## src/rtl/ram_arbiter_pkg.sv

```systemverilog
// Shared RAM device types plus the arbiter's state enum and latched-request struct.
// Device widths here are the codebase defaults; arbiter parameters must not exceed them.
package pkg_ram;

    localparam int RAM_ADDR_W = 32;
    localparam int RAM_DATA_W = 64;

    typedef enum logic [1:0] {
        RAM_NOP   = 2'd0,
        RAM_LOAD  = 2'd1,
        RAM_STORE = 2'd2
    } ram_op_t;

    typedef enum logic [1:0] {
        RAM_BYTE = 2'd0,
        RAM_HALF = 2'd1,
        RAM_WORD = 2'd2,
        RAM_LONG = 2'd3
    } ram_size_t;

    typedef enum logic [2:0] {
        ARB_BOOT,
        ARB_IDLE,
        ARB_ISSUE,
        ARB_WAIT,
        ARB_ACK
    } arb_state_t;

    typedef struct packed {
        ram_op_t                 op;
        logic [RAM_ADDR_W-1:0]   addr;
        ram_size_t               size;
        logic [RAM_DATA_W-1:0]   data;
    } ram_req_t;

    function automatic ram_req_t make_req(input ram_op_t op, input logic [RAM_ADDR_W-1:0] addr,
                                          input ram_size_t size, input logic [RAM_DATA_W-1:0] data);
        ram_req_t r;
        r.op   = op;
        r.addr = addr;
        r.size = size;
        r.data = data;
        return r;
    endfunction

endpackage

```

## src/rtl/ram_arbiter_if.sv

```systemverilog
// RAM device port: the driving side (loader, arbiter output) uses master, the RAM side slave.
interface if_dev_ram #(
    parameter int ADDR_W = 32,
    parameter int DATA_W = 64
);
    import pkg_ram::*;

    ram_op_t            op;
    logic [ADDR_W-1:0]  addr;
    ram_size_t          size;
    logic [DATA_W-1:0]  data_in;

    modport master (output op, addr, size, data_in);
    modport slave  (input  op, addr, size, data_in);
endinterface

```

## src/rtl/ram_arbiter_rr_pick2.sv

```systemverilog
// Two-requester round-robin picker: a lone request always wins, a tie goes to the
// requester that was not granted last.
module rr_pick2 (
    input  logic [1:0] req,
    input  logic       last,
    output logic       grant,
    output logic       sel
);
    always_comb begin
        grant = |req;
        sel   = (req == 2'b11) ? ~last : req[1];
    end
endmodule

```

## src/rtl/ram_arbiter.sv

```systemverilog
// Shares the RAM port between the boot loader (until boot_done) and two core masters,
// serving one core access at a time as a single RAM op followed by a one-cycle ack.
module ram_arbiter
    import pkg_ram::*;
#(
    parameter int ADDR_W   = 32,
    parameter int DATA_W   = 64,
    parameter int LOAD_LAT = 1
) (
    input  logic               clk,
    input  logic               rst,
    input  logic               boot_done,
    if_dev_ram.slave           boot,

    input  logic               m0_req,
    input  ram_op_t            m0_op,
    input  logic [ADDR_W-1:0]  m0_addr,
    input  ram_size_t          m0_size,
    input  logic [DATA_W-1:0]  m0_wdata,
    output logic               m0_ack,
    output logic [DATA_W-1:0]  m0_rdata,

    input  logic               m1_req,
    input  ram_op_t            m1_op,
    input  logic [ADDR_W-1:0]  m1_addr,
    input  ram_size_t          m1_size,
    input  logic [DATA_W-1:0]  m1_wdata,
    output logic               m1_ack,
    output logic [DATA_W-1:0]  m1_rdata,

    if_dev_ram.master          ram,
    input  logic [DATA_W-1:0]  ram_data_out
);

    localparam int CNT_W = (LOAD_LAT > 1) ? $clog2(LOAD_LAT) : 1;

    arb_state_t          r_state;
    arb_state_t          w_state_next;
    logic                r_last;
    logic                r_sel;
    logic [CNT_W-1:0]    r_cnt;
    ram_req_t            r_req;
    logic [DATA_W-1:0]   r_rdata;

    logic                w_grant;
    logic                w_sel;
    logic                w_ack;
    ram_req_t            w_req0;
    ram_req_t            w_req1;
    ram_req_t            w_pick;

    assign w_req0 = make_req(m0_op, RAM_ADDR_W'(m0_addr), m0_size, RAM_DATA_W'(m0_wdata));
    assign w_req1 = make_req(m1_op, RAM_ADDR_W'(m1_addr), m1_size, RAM_DATA_W'(m1_wdata));
    assign w_pick = w_sel ? w_req1 : w_req0;

    rr_pick2 u_pick (
        .req   ({m1_req, m0_req}),
        .last  (r_last),
        .grant (w_grant),
        .sel   (w_sel)
    );

    always_ff @(posedge clk) begin
        // NOTE: registered state uses non-blocking assignments so every flop samples pre-edge values.
        if (rst) r_state <= ARB_BOOT;
        else     r_state <= w_state_next;
    end

    always_comb begin
        // NOTE: every output gets a default first so no path through the case can infer a latch.
        w_state_next = r_state;
        ram.op       = RAM_NOP;
        ram.addr     = r_req.addr[ADDR_W-1:0];
        ram.size     = r_req.size;
        ram.data_in  = r_req.data[DATA_W-1:0];
        case (r_state)
            ARB_BOOT: begin
                ram.op      = boot.op;
                ram.addr    = boot.addr;
                ram.size    = boot.size;
                ram.data_in = boot.data_in;
                if (boot_done) w_state_next = ARB_IDLE;
            end
            ARB_IDLE: begin
                if (w_grant) w_state_next = (w_pick.op == RAM_NOP) ? ARB_ACK : ARB_ISSUE;
            end
            ARB_ISSUE: begin
                ram.op       = r_req.op;
                w_state_next = (r_req.op == RAM_LOAD) ? ARB_WAIT : ARB_ACK;
            end
            ARB_WAIT: begin
                if (r_cnt == '0) w_state_next = ARB_ACK;
            end
            ARB_ACK: begin
                w_state_next = ARB_IDLE;
            end
            default: w_state_next = ARB_BOOT;
        endcase
    end

    // Grant latch, load-latency countdown, read-data capture and round-robin pointer.
    always_ff @(posedge clk) begin
        if (rst) begin
            r_last  <= 1'b1;
            r_sel   <= 1'b0;
            r_cnt   <= '0;
            r_req   <= make_req(RAM_NOP, '0, RAM_BYTE, '0);
            r_rdata <= '0;
        end else begin
            case (r_state)
                ARB_IDLE: begin
                    if (w_grant) begin
                        r_sel <= w_sel;
                        r_req <= w_pick;
                    end
                end
                ARB_ISSUE: r_cnt <= CNT_W'(LOAD_LAT - 1);
                ARB_WAIT: begin
                    if (r_cnt == '0) r_rdata <= ram_data_out;
                    else             r_cnt   <= r_cnt - CNT_W'(1);
                end
                ARB_ACK:  r_last <= r_sel;
                default: ;
            endcase
        end
    end

    assign w_ack    = (r_state == ARB_ACK);
    assign m0_ack   = w_ack & ~r_sel;
    assign m1_ack   = w_ack &  r_sel;
    assign m0_rdata = r_rdata;
    assign m1_rdata = r_rdata;

endmodule

```

## src/flat_wrapper.sv

```systemverilog
// flat-port wrapper written by rule: the top's interface ports become plain ports
module ram_arbiter_flat import pkg_ram::*;
#(
    parameter int ADDR_W   = 32,
    parameter int DATA_W   = 64,
    parameter int LOAD_LAT = 1
)
  (clk, rst, boot_done, m0_req, m0_op, m0_addr, m0_size, m0_wdata, m0_ack, m0_rdata, m1_req, m1_op, m1_addr, m1_size, m1_wdata, m1_ack, m1_rdata, ram_data_out, boot_op, boot_addr, boot_size, boot_data_in, ram_op, ram_addr, ram_size, ram_data_in);
  if_dev_ram #(.ADDR_W(ADDR_W), .DATA_W(DATA_W)) boot_i ();
  if_dev_ram #(.ADDR_W(ADDR_W), .DATA_W(DATA_W)) ram_i ();
  input  logic clk;
  input  logic rst;
  input  logic boot_done;
  input  logic m0_req;
  input  ram_op_t m0_op;
  input  logic [ADDR_W-1:0] m0_addr;
  input  ram_size_t m0_size;
  input  logic [DATA_W-1:0] m0_wdata;
  output logic m0_ack;
  output logic [DATA_W-1:0] m0_rdata;
  input  logic m1_req;
  input  ram_op_t m1_op;
  input  logic [ADDR_W-1:0] m1_addr;
  input  ram_size_t m1_size;
  input  logic [DATA_W-1:0] m1_wdata;
  output logic m1_ack;
  output logic [DATA_W-1:0] m1_rdata;
  input  logic [DATA_W-1:0] ram_data_out;
  input wire logic [$bits(boot_i.op)-1:0] boot_op;
  input wire logic [$bits(boot_i.addr)-1:0] boot_addr;
  input wire logic [$bits(boot_i.size)-1:0] boot_size;
  input wire logic [$bits(boot_i.data_in)-1:0] boot_data_in;
  output wire logic [$bits(ram_i.op)-1:0] ram_op;
  output wire logic [$bits(ram_i.addr)-1:0] ram_addr;
  output wire logic [$bits(ram_i.size)-1:0] ram_size;
  output wire logic [$bits(ram_i.data_in)-1:0] ram_data_in;
  assign boot_i.op = boot_op;
  assign boot_i.addr = boot_addr;
  assign boot_i.size = boot_size;
  assign boot_i.data_in = boot_data_in;
  assign ram_op = ram_i.op;
  assign ram_addr = ram_i.addr;
  assign ram_size = ram_i.size;
  assign ram_data_in = ram_i.data_in;
  ram_arbiter #(.ADDR_W(ADDR_W), .DATA_W(DATA_W), .LOAD_LAT(LOAD_LAT)) u_core (.clk(clk), .rst(rst), .boot_done(boot_done), .boot(boot_i), .m0_req(m0_req), .m0_op(m0_op), .m0_addr(m0_addr), .m0_size(m0_size), .m0_wdata(m0_wdata), .m0_ack(m0_ack), .m0_rdata(m0_rdata), .m1_req(m1_req), .m1_op(m1_op), .m1_addr(m1_addr), .m1_size(m1_size), .m1_wdata(m1_wdata), .m1_ack(m1_ack), .m1_rdata(m1_rdata), .ram(ram_i), .ram_data_out(ram_data_out));
endmodule
```

## config.mk

```make
export PLATFORM = sky130hd
export DESIGN_NAME = ram_arbiter_flat
export DESIGN_NICKNAME = d
export VERILOG_FILES = /design/src/rtl/ram_arbiter_pkg.sv /design/src/rtl/ram_arbiter_if.sv /design/src/rtl/ram_arbiter_rr_pick2.sv /design/src/rtl/ram_arbiter.sv /design/src/flat_wrapper.sv
export SDC_FILE = /design/constraint.sdc
export NUM_CORES = 1
export LEC_CHECK = 0
export BUFFER_PORTS_ARGS = -buffer_cell sky130_fd_sc_hd__clkbuf_2
export CAP_MARGIN = 25
export CORE_AREA = 2 2 234 236
export DETAILED_ROUTE_END_ITERATION = 10
export DIE_AREA = 0 0 236 238
export GPL_TIMING_DRIVEN = 0
export PLACE_DENSITY = 0.46
export SYNTH_ARGS = -nofsm -noshare
export SYNTH_HDL_FRONTEND = slang
export SYNTH_SLANG_ARGS = --single-unit
```

## constraint.sdc

```tcl
create_clock -name clk -period 1.8 [get_ports clk]
set_input_delay 0.27 -clock clk [delete_from_list [all_inputs] [get_ports clk]]
set_output_delay 0.27 -clock clk [all_outputs]
set_load 0.01 [all_outputs]
```

==> results_dict.tcl, run 1 <==
set metrics [dict create \
    wl_mm 44.5 \
    die_area_um2 56200 \
    detail_route.vias_per_cell 4.24 \
    fp.dieW_um 236 \
    synth_compound_area_share_pct 20.7 \
    syn_area_um2 8630 \
    slew_headroom_pct 49.0 \
    synth_fp_nets 1433 \
    drtPass1Iterations 5 \
    skew_ps 15.8 \
    wire_per_inst_um 17.5 \
    numCtsBuffers 17 \
    synth_cell_type_count 31 \
    dp_hpwl_mm 35.0 \
    grt-ovfl-total 0 \
    synthAdderAreaFrac_pct 0 \
    hold_viol_final 0 \
    fin_hold_ws_ps 38.9 \
    die_y_um 238 \
    synth-edff-count 0 \
    muxShareOfSynthArea_pct 13.1 \
    violations "setup timing" \
    ys_warn_count 0 \
    grt_max_degree 17 \
    required_ps 1530 \
    clockBufferDepth 2 \
    area_growth_pct 77.1 \
    diodes 0 \
    place_congestion 0.865 \
    yosys.area_share.simple_pct 16.1 \
    leakagePower_nw 7.15 \
    htree_levels 4 \
    rsz0062_at_grt "true" \
    finalSetupViolCount 102 \
    critical_path.max_fanout 10 \
    async_flop_share_pct 0 \
    synth_top_family_by_area "compound AO/OA/AOI/OAI gates" \
    powerDensity_nw_per_um2 727 \
    crit_path_end_kind "output port" \
    drive_above_1_share_pct 47.9 \
    clk_pin_slew_worst_paths_ps 70 \
    setup_slack_ps -453 \
    antenna_found_initial 6 \
    synth_xor_area_share_pct 0 \
    io_pins 599 \
    worst_pin_slew_ps 765 \
    status "finished with violations" \
    antenna_left 0 \
    finalCritPeriodShare_pct 125 \
    drc 0 \
    dr.first_iter.drc_count 360 \
    crit_type "flip-flop to output port" \
    grt_usage_pct 15.3 \
    yosys_register_bits 169 \
    synth_seq_area_share_pct 39.2 \
    grt_pass1_vias 11000 \
    avgSynthCellArea_um2 8.11 \
    crit_arrival_ps 1980 \
    ir_worst_vdd_uv 711 \
    hp-class "primary input to flip-flop" \
    clk_latency_ps 480 \
    via_count 10800 \
    rows 85 \
    total_power_mw 11.1 \
    port_buffers 597 \
    min_period_ps 2250 \
    fmax_mhz 444 \
    cts_tree "done" \
    grt_pass1_wl_mm 64.6 \
    final_net_count 2208 \
    cts_sinks 169 \
    synthFlopType "dfxtp_1" \
    core_area_um2 53500 \
    cts_root_buffer "clkbuf_16" \
    synthCells 1064 \
    drv_cap 0 \
    start_kind "flip-flop" \
    slew_violations 0 \
    start_util_pct 16.1 \
]
[cells in the mapped netlist (2+ instances only)]
| cell type | instances | area [µm²] |
|---|---|---|
| clkbuf_1 | 46 | 173 |
| a211o_1 | 2 | 17.5 |
| buf_4 | 74 | 556 |
| nor3_1 | 4 | 20.0 |
| nor2_1 | 5 | 18.8 |
| a311oi_1 | 100 | 876 |
| mux2i_1 | 3 | 30.0 |
| a21bo_2 | 2 | 20.0 |
| buf_1 | 13 | 48.8 |
| buf_2 | 32 | 160 |
| nand2_1 | 331 | 1240 |
| mux2_2 | 90 | 1010 |
| dfxtp_1 | 169 | 3380 |
| nand3b_1 | 3 | 22.5 |
| mux2_1 | 8 | 90.1 |
| a21oi_1 | 167 | 836 |
[path summary, 6_finish.rpt]
| check | start | end | slack [ps] | cells past startpoint |
|---|---|---|---|---|
| setup / recovery | u_core.r_state[0]$_SDFFE_PP0P_ | ram_data_in[41] | -450 | 6 |
| hold / removal | m0_addr[31] | u_core.r_req[97]$_SDFFE_PP0P_ | 40 | 3 |
| setup reg to reg | u_core.r_state[0]$_SDFFE_PP0P_ | u_core.r_state[2]$_SDFFE_PP0P_ | 30 | 8 |
| hold reg to reg | u_core.m0_rdata[17]$_SDFFE_PP0N_ | u_core.m0_rdata[17]$_SDFFE_PP0N_ | 470 | 2 |
[power by group]
| part | total [mW] | internal [mW] | switching [mW] |
|---|---|---|---|
| Sequential | 4.13 | 3.96 | 0.169 |
| Clock | 3.85 | 2.13 | 1.72 |
| Combinational | 3.13 | 1.66 | 1.47 |
| Total | 11.1 | 7.75 | 3.36 |
[cell usage in the layout, fill, tap and decap left out, types with 3 or more instances in the layout]
master / count
buf_8: 9
nor3_4: 3
buf_12: 11
buf_6: 19
buf_2: 10
nor2_1: 3
mux2_2: 60
clkbuf_16: 18
buf_4: 83
nand3b_1: 3
clkinv_2: 3
mux2_1: 7
clkbuf_4: 11
dlygate4sd3_1: 143
clkbuf_1: 32
a311oi_1: 99
inv_6: 3
mux2_4: 31
nand2_1: 330
dfxtp_1: 167
a21oi_1: 167
clkbuf_2: 602
[per-stage QoR]
stage / cells / TNS, ps / instance area, µm² / worst slack (ps) / utilization (%)
after floorplan: 1064 / 0 / 8630 / 122 / -
after global placement: 2357 / -156170 / 12500 / -1480 / 23.3
after detailed placement: 2359 / -59880 / 12500 / -708 / 23.4
after CTS: 2541 / -45640 / 15000 / -503 / 28.0
after global routing: 2548 / -49890 / 15300 / -556 / 28.6
final: 2548 / -39920 / 15300 / -453 / 28.6
[what timing repair did]
action | CTS | global route
hold buffers | 143 | 0
setup endpoints to repair | 212 | 256
buffers inserted | 6 | 7
hold endpoints to repair | 112 | 0
resized for setup | 107 | 94
pin swaps | 2 | 47
cloned | 1 | 1
[worst max-delay path, cell delays in order, from the launching register on]
cell and delay, ps:
dfxtp_2 340, nor3_4 200, buf_6 130, buf_12 170, buf_12 170, mux2_2 340, clkbuf_2 130
[layout make-up]
cell class | count | area, µm²
plain buffers | 164 | 1220
fillers | 5828 | 38200
well taps | 696 | 871
repair buffers | 757 | 4710
clock inverters | 12 | 138
multi-input cells | 729 | 4490
clock buffers | 20 | 457
flip-flops and latches | 169 | 3390
inverters | 1 | 3.75
[logic make-up after synthesis]
logic type / count (synthesis)
simple gates: 353
compound gates: 275
flops: 169
buf+inv: 166
mux: 101
[registers in the layout, summed over array words and instances (netlist names)]
| name | flops |
|---|---|
| u_core.r_req | 100 |
| u_core.r_last | 1 |
| u_core.r_sel | 1 |
| u_core.m0_rdata | 64 |
| u_core.r_state | 3 |
[metal layers]
metal	GRT usage [%]	part of all wire, %	wire (µm)	up-vias
met5	0	0.092	41	-
met2	27.9	50	22400	448
li1	-	-	-	5230
met1	17.1	41	18300	5071
met3	3.94	6.1	2730	55
met4	5.81	2.3	1040	6
Power figures use the tool's default switching activity.
==> inputs of run 2 (changes only) <==
CORE_AREA = 2 2 231 233   (was 2 2 234 236)
CTS_BUF_LIST = sky130_fd_sc_hd__clkbuf_8   (was default)
DIE_AREA = 0 0 233 235   (was 0 0 236 238)
PLACE_DENSITY = 0.47   (was 0.46)
==> results_dict.tcl, run 2 (synthesized netlist as in run 1, its figures left out) <==
set metrics [dict create \
    drv_cap 0 \
    antenna_found_initial 5 \
    r2r_start "u_core.r_state[2]$_SDFFE_PP0P_" \
    required_ps 1530 \
    leakagePower_nw 7.60 \
    met2_length_mm 23.3 \
    rsz0062_at_grt "true" \
    crit_path_end_kind "output port" \
    final_net_count 2327 \
    grt_usage_pct 16.2 \
    hp-class "primary input to flip-flop" \
    setup_slack_ps -620 \
    top_layer "met5" \
    ff2ff_path_depth 7 \
    fp.dieW_um 233 \
    timing.rr.end "u_core.r_req[20]$_SDFFE_PP0P_" \
    violations "setup timing" \
    antenna_left 0 \
    clk_latency_ps 560 \
    grt_pass1_vias 11200 \
    hp-start "boot_done" \
    wl_met1_mm 19.3 \
    grt_max_degree 19 \
    critPathTopFamily "buffers and inverters" \
    dr.first_iter.drc_count 537 \
    slew_violations 0 \
    drtPass1Iterations 4 \
    finalCritPeriodShare_pct 134 \
    grt_pass1_wl_mm 66.2 \
    cts_tree "done" \
    die_area_um2 54800 \
    cp_slowest_cell "dfxtp_2" \
    clockBufferDepth 2 \
    finalSetupViolCount 100 \
    min_period_ps 2420 \
    final_cell_mix "clkbuf_2 (595), nand2_1 (331), dlygate4sd3_1 (266)" \
    rrSetupSlack_ps 60 \
    via_count 11200 \
    critical_path.max_fanout 5 \
    cts_sinks 169 \
    crit_arrival_ps 2150 \
    grt-ovfl-total 0 \
    crit_type "flip-flop to output port" \
    worst_pin_slew_ps 860 \
    drive_above_1_share_pct 44.5 \
    status "finished with violations" \
    place_congestion 0.967 \
    cts_root_buffer "clkbuf_8" \
    hold-path-endpoint "u_core.r_state[0]$_SDFFE_PP0P_" \
    fmax_mhz 413 \
    holdPathStages 4 \
    drc 0 \
    slew_headroom_pct 42.7 \
    wl_mm 46.7 \
    layoutNonFillerInstCount 2661 \
    fin_hold_ws_ps 155 \
    core_area_um2 52200 \
    dp_hpwl_mm 35.5 \
    final_common_cell "clkbuf_2" \
    clk_pin_slew_worst_paths_ps 110 \
    largest_register "u_core.r_req" \
    detail_route.vias_per_cell 4.22 \
    fillers 5544 \
    path_cells "nor3_4 -> buf_6 -> buf_4 -> bufbuf_16 -> mux2_2 -> clkbuf_2" \
    port_buffers 597 \
    skew_ps 20.5 \
    rows 84 \
    powerDensity_nw_per_um2 647 \
    wl_met3_mm 2.96 \
    die_y_um 235 \
    wire_per_inst_um 17.6 \
    largest_reg_flops 100 \
    start_kind "flip-flop" \
    area_growth_pct 89.8 \
    dp.cells 2351 \
    htree_levels 4 \
    crit_buf_inv 4 \
    cpPeakStageDelay_ps 360 \
    start_util_pct 16.5 \
    numCtsBuffers 17 \
    ir_worst_vdd_uv 469 \
    io_pins 599 \
    hold_viol_final 0 \
]
==> run 2: cell types whose count changed in the layout (fill, tap and decap cells not counted), moves of 4 or more <==
cell / change
clkbuf_8: +16
buf_2: +7
mux2_2: -5
buf_6: +12
clkbuf_2: -7
dlygate4sd3_1: +123
clkbuf_16: -15
buf_4: -8
mux2_4: +4
clkbuf_4: -11
==> run 2: cell type report <==
| class | instances | area, µm² | share of cell area (%) |
|---|---|---|---|
| Clock buffer | 17 | 234 | 1.43 |
| Timing Repair Buffer | 876 | 6040 | 36.9 |
| Sequential cell | 169 | 3390 | 20.7 |
| Tap cell | 688 | 861 | 5.26 |
| Inverter | 1 | 3.75 | 0.0229 |
| Clock inverter | 15 | 181 | 1.11 |
| Buffer | 164 | 1210 | 7.39 |
| Antenna cell | 2 | 5.00 | 0.0306 |
| Multi-Input combinational cell | 729 | 4460 | 27.2 |
==> run 2: how the worst max path moves through the flow <==
stage / from / endpoint / cells after the start
2_1_floorplan: u_core.r_state[2]$_SDFFE_PP0P_ / ram_data_in[48] / 4
3_3_place_gp: u_core.r_state[2]$_SDFFE_PP0P_ / ram_data_in[61] / 5
5_1_grt: u_core.r_state[0]$_SDFFE_PP0P_ / ram_addr[11] / 6
3_5_place_dp: u_core.r_state[2]$_SDFFE_PP0P_ / ram_data_in[61] / 5
4_1_cts: u_core.r_state[0]$_SDFFE_PP0P_ / ram_data_in[14] / 6
6_report: u_core.r_state[0]$_SDFFE_PP0P_ / ram_addr[11] / 6
==> run 2: worst reg2reg max path: stages (launching register included) <==
cell and delay, ps:
dfxtp_1 360, buf_4 180, nor3b_4 160, buf_4 190, and2_1 170, buf_8 190
buf_4 240, a311oi_1 110
==> run 2: metal layers <==
layer | vias to the layer above | GRT usage, %
li1 | 5468 | -
met1 | 5227 | 18.7
met2 | 476 | 28.7
met3 | 65 | 4.10
met4 | 4 | 5.67
met5 | - | 0
==> run 2: stage by stage <==
| stage | setup TNS [ps] | total power, mW | util (%) | worst slack (ps) | area, µm² |
|---|---|---|---|---|---|
| 5_1_grt | -65590 | 11.1 | 31.4 | -721 | 16400 |
| 3_3_place_gp | -161510 | 6.72 | 23.9 | -1450 | 12500 |
| 6_report | -55220 | 10.6 | 31.4 | -620 | 16400 |
| 4_1_cts | -61730 | 10.6 | 30.7 | -667 | 16000 |
| 2_1_floorplan | 0 | 5.50 | - | 122 | 8630 |
| 3_5_place_dp | -63350 | 6.73 | 23.9 | -629 | 12500 |
==> run 2: power breakdown <==
group	internal, mW	total [mW]	switching, mW
logic	1.91	3.49	1.58
clock network	1.17	2.99	1.82
registers	3.96	4.11	0.155
total	7.05	10.6	3.55
==> run 2: repair_timing <==
| action | in CTS | in global routing |
|---|---|---|
| gates resized for setup | 98 | 115 |
| hold buffers | 266 | 0 |
| gates cloned | 2 | 3 |
| endpoints found under the setup margin | 204 | 232 |
| setup buffers | 5 | 1 |
| hold endpoints to repair | 165 | 0 |
| pin swaps | 3 | 6 |
